`src/rtl/alu_pkg.sv`:
```
// ALU select codes and the divider's control states, shared by the combinational
// ALU and the sequential divide/remainder unit.
package alu_pkg;

  localparam logic [2:0] ALU_ADD  = 3'b000;
  localparam logic [2:0] ALU_SUB  = 3'b001;
  localparam logic [2:0] ALU_MUL  = 3'b010;
  localparam logic [2:0] ALU_DIV  = 3'b011;
  localparam logic [2:0] ALU_REM  = 3'b100;
  localparam logic [2:0] ALU_CMP  = 3'b101;
  localparam logic [2:0] ALU_TEST = 3'b110;

  typedef enum logic [1:0] {IDLE, RUN, DONE} div_state_t;

endpackage

```
`src/rtl/div_step.sv`:
```
// One radix-2 restoring division step: shift {rem,quo} left, subtract the divisor
// if it fits, and shift the resulting quotient bit into quo.
module div_step
  import alu_pkg::*;
#(
  parameter int WIDTH = 32
) (
  input  logic [WIDTH-1:0] rem,
  input  logic [WIDTH-1:0] quo,
  input  logic [WIDTH-1:0] divisor,
  output logic [WIDTH-1:0] next_rem,
  output logic [WIDTH-1:0] next_quo
);

  logic [WIDTH:0] shifted;
  logic           fits;

  // The true difference is below divisor, so a WIDTH-bit subtract is exact.
  always_comb begin
    shifted  = {rem, quo[WIDTH-1]};
    fits     = (shifted >= {1'b0, divisor});
    next_rem = fits ? (shifted[WIDTH-1:0] - divisor) : shifted[WIDTH-1:0];
    next_quo = {quo[WIDTH-2:0], fits};
  end

endmodule

```
`src/rtl/alu_seq_divider.sv`:
```
// Multi-cycle unsigned divide/remainder unit: valid/ready request in, one quotient
// bit per clock, valid/ready result out with zero and unsupported-op flags.
module alu_seq_divider
  import alu_pkg::*;
#(
  parameter  int WIDTH = 32,
  localparam int CNT_W = $clog2(WIDTH + 1)
) (
  input  logic             clk,
  input  logic             rst,
  input  logic             in_valid,
  output logic             in_ready,
  input  logic [WIDTH-1:0] A,
  input  logic [WIDTH-1:0] B,
  input  logic [2:0]       sel,
  output logic             out_valid,
  input  logic             out_ready,
  output logic [WIDTH-1:0] C,
  output logic             flagZ,
  output logic             err
);

  div_state_t       state, state_nx;
  logic [WIDTH-1:0] rem_q, quo_q, dvs_q;
  logic [CNT_W-1:0] cnt;
  logic [2:0]       op;
  logic [WIDTH-1:0] step_rem, step_quo, run_res, dz_res;
  logic             op_ok, last;

  div_step #(.WIDTH(WIDTH)) u_step (
    .rem      (rem_q),
    .quo      (quo_q),
    .divisor  (dvs_q),
    .next_rem (step_rem),
    .next_quo (step_quo)
  );

  always_comb begin
    op_ok   = (sel == ALU_DIV) || (sel == ALU_REM);
    dz_res  = (sel == ALU_DIV) ? {WIDTH{1'b1}} : A;
    run_res = (op == ALU_DIV) ? step_quo : step_rem;
  end

  always_ff @(posedge clk) begin
    if (rst) state <= IDLE;
    else     state <= state_nx;
  end

  always_comb begin
    state_nx  = state;
    in_ready  = 1'b0;
    out_valid = 1'b0;
    last      = 1'b0;
    case (state)
      IDLE: begin
        in_ready = 1'b1;
        if (in_valid) state_nx = (op_ok && (B != '0)) ? RUN : DONE;
      end
      RUN: begin
        if (cnt == CNT_W'(1)) begin
          last     = 1'b1;
          state_nx = DONE;
        end
      end
      DONE: begin
        out_valid = 1'b1;
        if (out_ready) state_nx = IDLE;
      end
      default: state_nx = IDLE;
    endcase
  end

  // Results only load on completion, so C/flags hold through IDLE and RUN.
  always_ff @(posedge clk) begin
    if (rst) begin
      rem_q <= '0;
      quo_q <= '0;
      dvs_q <= '0;
      cnt   <= '0;
      op    <= '0;
      C     <= '0;
      flagZ <= 1'b0;
      err   <= 1'b0;
    end else begin
      case (state)
        IDLE: begin
          if (in_valid) begin
            op    <= sel;
            dvs_q <= B;
            if (!op_ok) begin
              rem_q <= '0;
              quo_q <= A;
              C     <= '0;
              flagZ <= 1'b1;
              err   <= 1'b1;
            end else if (B == '0) begin
              rem_q <= A;
              quo_q <= {WIDTH{1'b1}};
              C     <= dz_res;
              flagZ <= (dz_res == '0);
              err   <= 1'b0;
            end else begin
              rem_q <= '0;
              quo_q <= A;
              cnt   <= CNT_W'(WIDTH);
            end
          end
        end
        RUN: begin
          rem_q <= step_rem;
          quo_q <= step_quo;
          cnt   <= cnt - CNT_W'(1);
          if (last) begin
            C     <= run_res;
            flagZ <= (run_res == '0);
            err   <= 1'b0;
          end
        end
        default: ;
      endcase
    end
  end

endmodule

```
`config.mk`:
```
export PLATFORM = sky130hd
export DESIGN_NAME = alu_seq_divider
export DESIGN_NICKNAME = d
export VERILOG_FILES = /design/src/rtl/alu_pkg.sv /design/src/rtl/div_step.sv /design/src/rtl/alu_seq_divider.sv
export SDC_FILE = /design/constraint.sdc
export NUM_CORES = 1
export LEC_CHECK = 0
export CAP_MARGIN = 25
export CORE_MARGIN = 4
export CORE_UTILIZATION = 46
export CTS_CLUSTER_DIAMETER = 120
export DETAILED_ROUTE_END_ITERATION = 10
export PLACE_DENSITY = 0.68
export SYNTH_ARGS = -nofsm -noshare
export SYNTH_HDL_FRONTEND = slang
export SYNTH_HIERARCHICAL = 1
export SYNTH_SLANG_ARGS = --single-unit
```
`constraint.sdc`:
```
create_clock -name clk -period 5.1 [get_ports clk]
set_input_delay 0.51 -clock clk [delete_from_list [all_inputs] [get_ports clk]]
set_output_delay 0.51 -clock clk [all_outputs]
set_load 0.005 [all_outputs]
```
==> results by group <==
Run status
  – Status: completed

Floorplan
  – Initial Util: 46.8%
  – Core area: 20300 µm²
  – Std-Cell Rows: 52
  – Die width: 152 µm
  – Die area: 23000 µm²
  – Ports: 107
  – Die height: 152 µm

Setup path
  – Critical path cell sequence: inv_1 -> ha_1 -> nand4_1 -> nor3_1 -> o211ai_1 -> nor4b_4 -> o21ai_2 -> a31oi_4 -> o21a_4 -> inv_2 -> mux2_2 -> nor4_1 -> nand4_1 -> nor2_1 -> a41o_1 -> a2111oi_2 -> nor3_1
  – Worst path required time: 5440 ps
  – CP max-delay cell: inv_2
  – Worst Reg2Reg Path Length in Cells: 17
  – CP max stage delay: 550 ps
  – Crit end category: flop
  – Critical path arrival: 4970 ps
  – Startpoint Class: flop
  – CP max FO: 31
  – WS Path Type: flop to flop

Timing
  – Post-route clock skew: 5.79 ps
  – Final hold violations: 0
  – Worst hold margin: 452 ps
  – Final setup violation count: 0
  – Slew @ Worst Pin: 968 ps
  – RSZ-0062 raised after global routing: no
  – Min cycle time layout: 4620 ps
  – Max Clk Rate: 0.216 GHz
  – Relative slew slack: 35.3%
  – Max-slew violation count: 0
  – Fin Setup TNS: 0 ps
  – Final Cycle Share: 90.7%

Routing
  – Final wirelength: 28.4 mm
  – Antenna viol nets, final: 0
  – Routed len/inst: 18.8 µm
  – Total number of vias: 9075
  – DRC viols: 0
  – DRT iter0 DRCs: 737
  – First drt pass iteration count: 5
  – Via/cell ratio: 6.02

Hold path
  – Hold path cells: 2
  – Worst hold path type: flop to flop

Synthesis
  – Main flop type after synthesis: dfxtp_1
  – Mapped Nets: 1312
  – #FFs+latches synth: 141
  – Sequential fraction of the synthesis area: 29.7%
  – Gate Count Post-Synth: 1206
  – Synth warn: 6
  – Leading area contributor after synthesis: dfxtp_1
  – Post-Syn Area: 9510 µm²
  – Yosys cell types: 68
  – Post-synth EDFFs: 0
  – Share of the synthesized area in the top cell type: 29.7%
  – Ys async rst share: 0%
  – Most common cell in the netlist: nand2_1
  – Synth area leaders: dfxtp_1 (30%), nand2_1 (7.7%), mux2i_1 (7.1%)
  – Syn_area_per_cell: 7.88 µm²
  – Post-synth top cells: nand2_1 (196), dfxtp_1 (141), a21oi_1 (97), nor2_1 (97), o21ai_0 (83)

CTS
  – Clock Path Buffers: 2
  – Post-CTS Resized: 0
  – H-tree depth: 4
  – Post-CTS Hold Buffers: 0
  – Clock Sinks: 141
  – TritonCTS buffer count: 17
  – Clk_lat worst skew: 420 ps
  – Post-CTS Setup Inserts: 0
  – CTS tree: built
  – Root buf cell: clkbuf_16
  – Clock Pin Slew Worst Setup and Hold Paths: 60 ps

Place
  – I/O Buffers: 106
  – DP Wirelength: 20.5 mm
  – Gpl congestion: 0.894
  – Placed cells: 1476

Global routing
  – GRT Util Overall: 24.9%
  – First-pass GRT wire length: 45.3 mm
  – Vias in the first global route: 8619
  – Total gr overflow: 0
  – Pin count of the biggest net entering global routing: 97
  – Initial antenna violation count: 0

Pwr
  – Pwr Total: 4.25 mW
  – Net Sw Frac: 35.9%
  – Cell leakage power: 4.14 nW
  – Clock share of power: 31.5%
  – Net Switching: 1.53 mW
  – Logic pwr share: 38.3%
  – Sequential share of power: 30.3%
  – Pwr Density: 384 nW/µm²
  – Int Pwr: 2.72 mW
  – Peak VDD IR: 0.000279 V

Layout
  – P&R area growth vs syn: 16.5%
  – Share of cells above drive strength 1: 10.4%
  – # diodes: 0
  – Final Non-Filler Cells: 1508
  – Nets@finish: 1332

Run
  – Max-cap violations: 0
==> layer usage <==
layer  routed length, µm  track usage, %  vias to the layer above
li1                    -               -                     4346
met1               12200            32.2                     4356
met2               13600            41.8                      308
met3                1590            3.33                       65
met4                 993            10.2                        0
met5                   0               0                        -
==> sequential cells by signal (all words and copies together), names as in the netlist <==
signal  flops
C          32
dvs_q      32
quo_q      32
rem_q      32
cnt         6
op          3
state       2
err         1
flagZ       1
==> through the flow <==
step	setup WS (ps)	instance area [µm²]	utilization, %
global route	235	11100	54.6
finish	476	11100	54.6
global placement	722	10400	51.3
CTS	580	11100	54.4
detailed placement	593	10400	51.3
floorplan	1430	9510	-
==> power groups by stage <==
stage          Clock [mW]  Sequential (mW)  Combinational [mW]
2_1_floorplan           0             1.27                1.21
3_3_place_gp            0             1.31                1.58
3_5_place_dp            0             1.31                1.59
4_1_cts              1.35             1.29                1.60
5_1_grt              1.40             1.30                1.75
6_report             1.34             1.29                1.63
==> cell type report <==
class,instances,area [µm²]
clock buffers,18,439
clock inverters,13,190
fillers,1971,9220
inverters,46,173
multi-input cells,896,5900
flip-flops and latches,141,2820
well taps,270,338
repair buffers,124,1210
==> cells by family (layout without fill, tap and decap cells) <==
| kind of cell | count (synthesis) | in the layout | synth area share (%) |
|---|---|---|---|
| simple gates | 400 | 400 | 18.8 |
| buf+inv | 169 | 201 | 8.58 |
| mux | 96 | 96 | 10.8 |
| flops | 141 | 141 | 29.7 |
| fa+ha+maj | 35 | 35 | 4.68 |
| compound gates | 339 | 339 | 25.0 |
| xor+xnor | 26 | 26 | 2.39 |
==> cell usage in the layout, fill, tap and decap left out, types with 7 or more instances in the layout <==
cell type,n
nand2_1,195
dfxtp_1,141
clkdlybuf4s50_1,105
a21oi_1,97
nor2_1,96
o21ai_0,83
mux2i_1,67
inv_1,45
a211oi_1,35
o211ai_1,35
ha_1,34
nor4_1,31
a311oi_2,30
mux2_2,20
buf_4,18
xnor2_1,18
clkbuf_16,17
nor3_1,13
nand4_1,13
a21o_1,10
nand3_1,10
mux2_4,9
a31oi_1,8
xor2_1,8
nor2b_1,7
==> worst max-delay path: cells and delay by family (launching register included) <==
kind	cells	cell delay (ps)
mux	1	460
buf+inv	2	590
flops	1	320
fa+ha+maj	1	390
simple gates	7	1790
compound gates	6	990
==> worst paths after layout <==
| check | slack [ps] | to | startpoint |
|---|---|---|---|
| max | 480 | flagZ | dvs_q[11] |
| min | 450 | C[22] | C[22] |
| max reg2reg | 480 | flagZ | dvs_q[11] |
| min reg2reg | 450 | C[22] | C[22] |
Power figures use the tool's default switching activity.
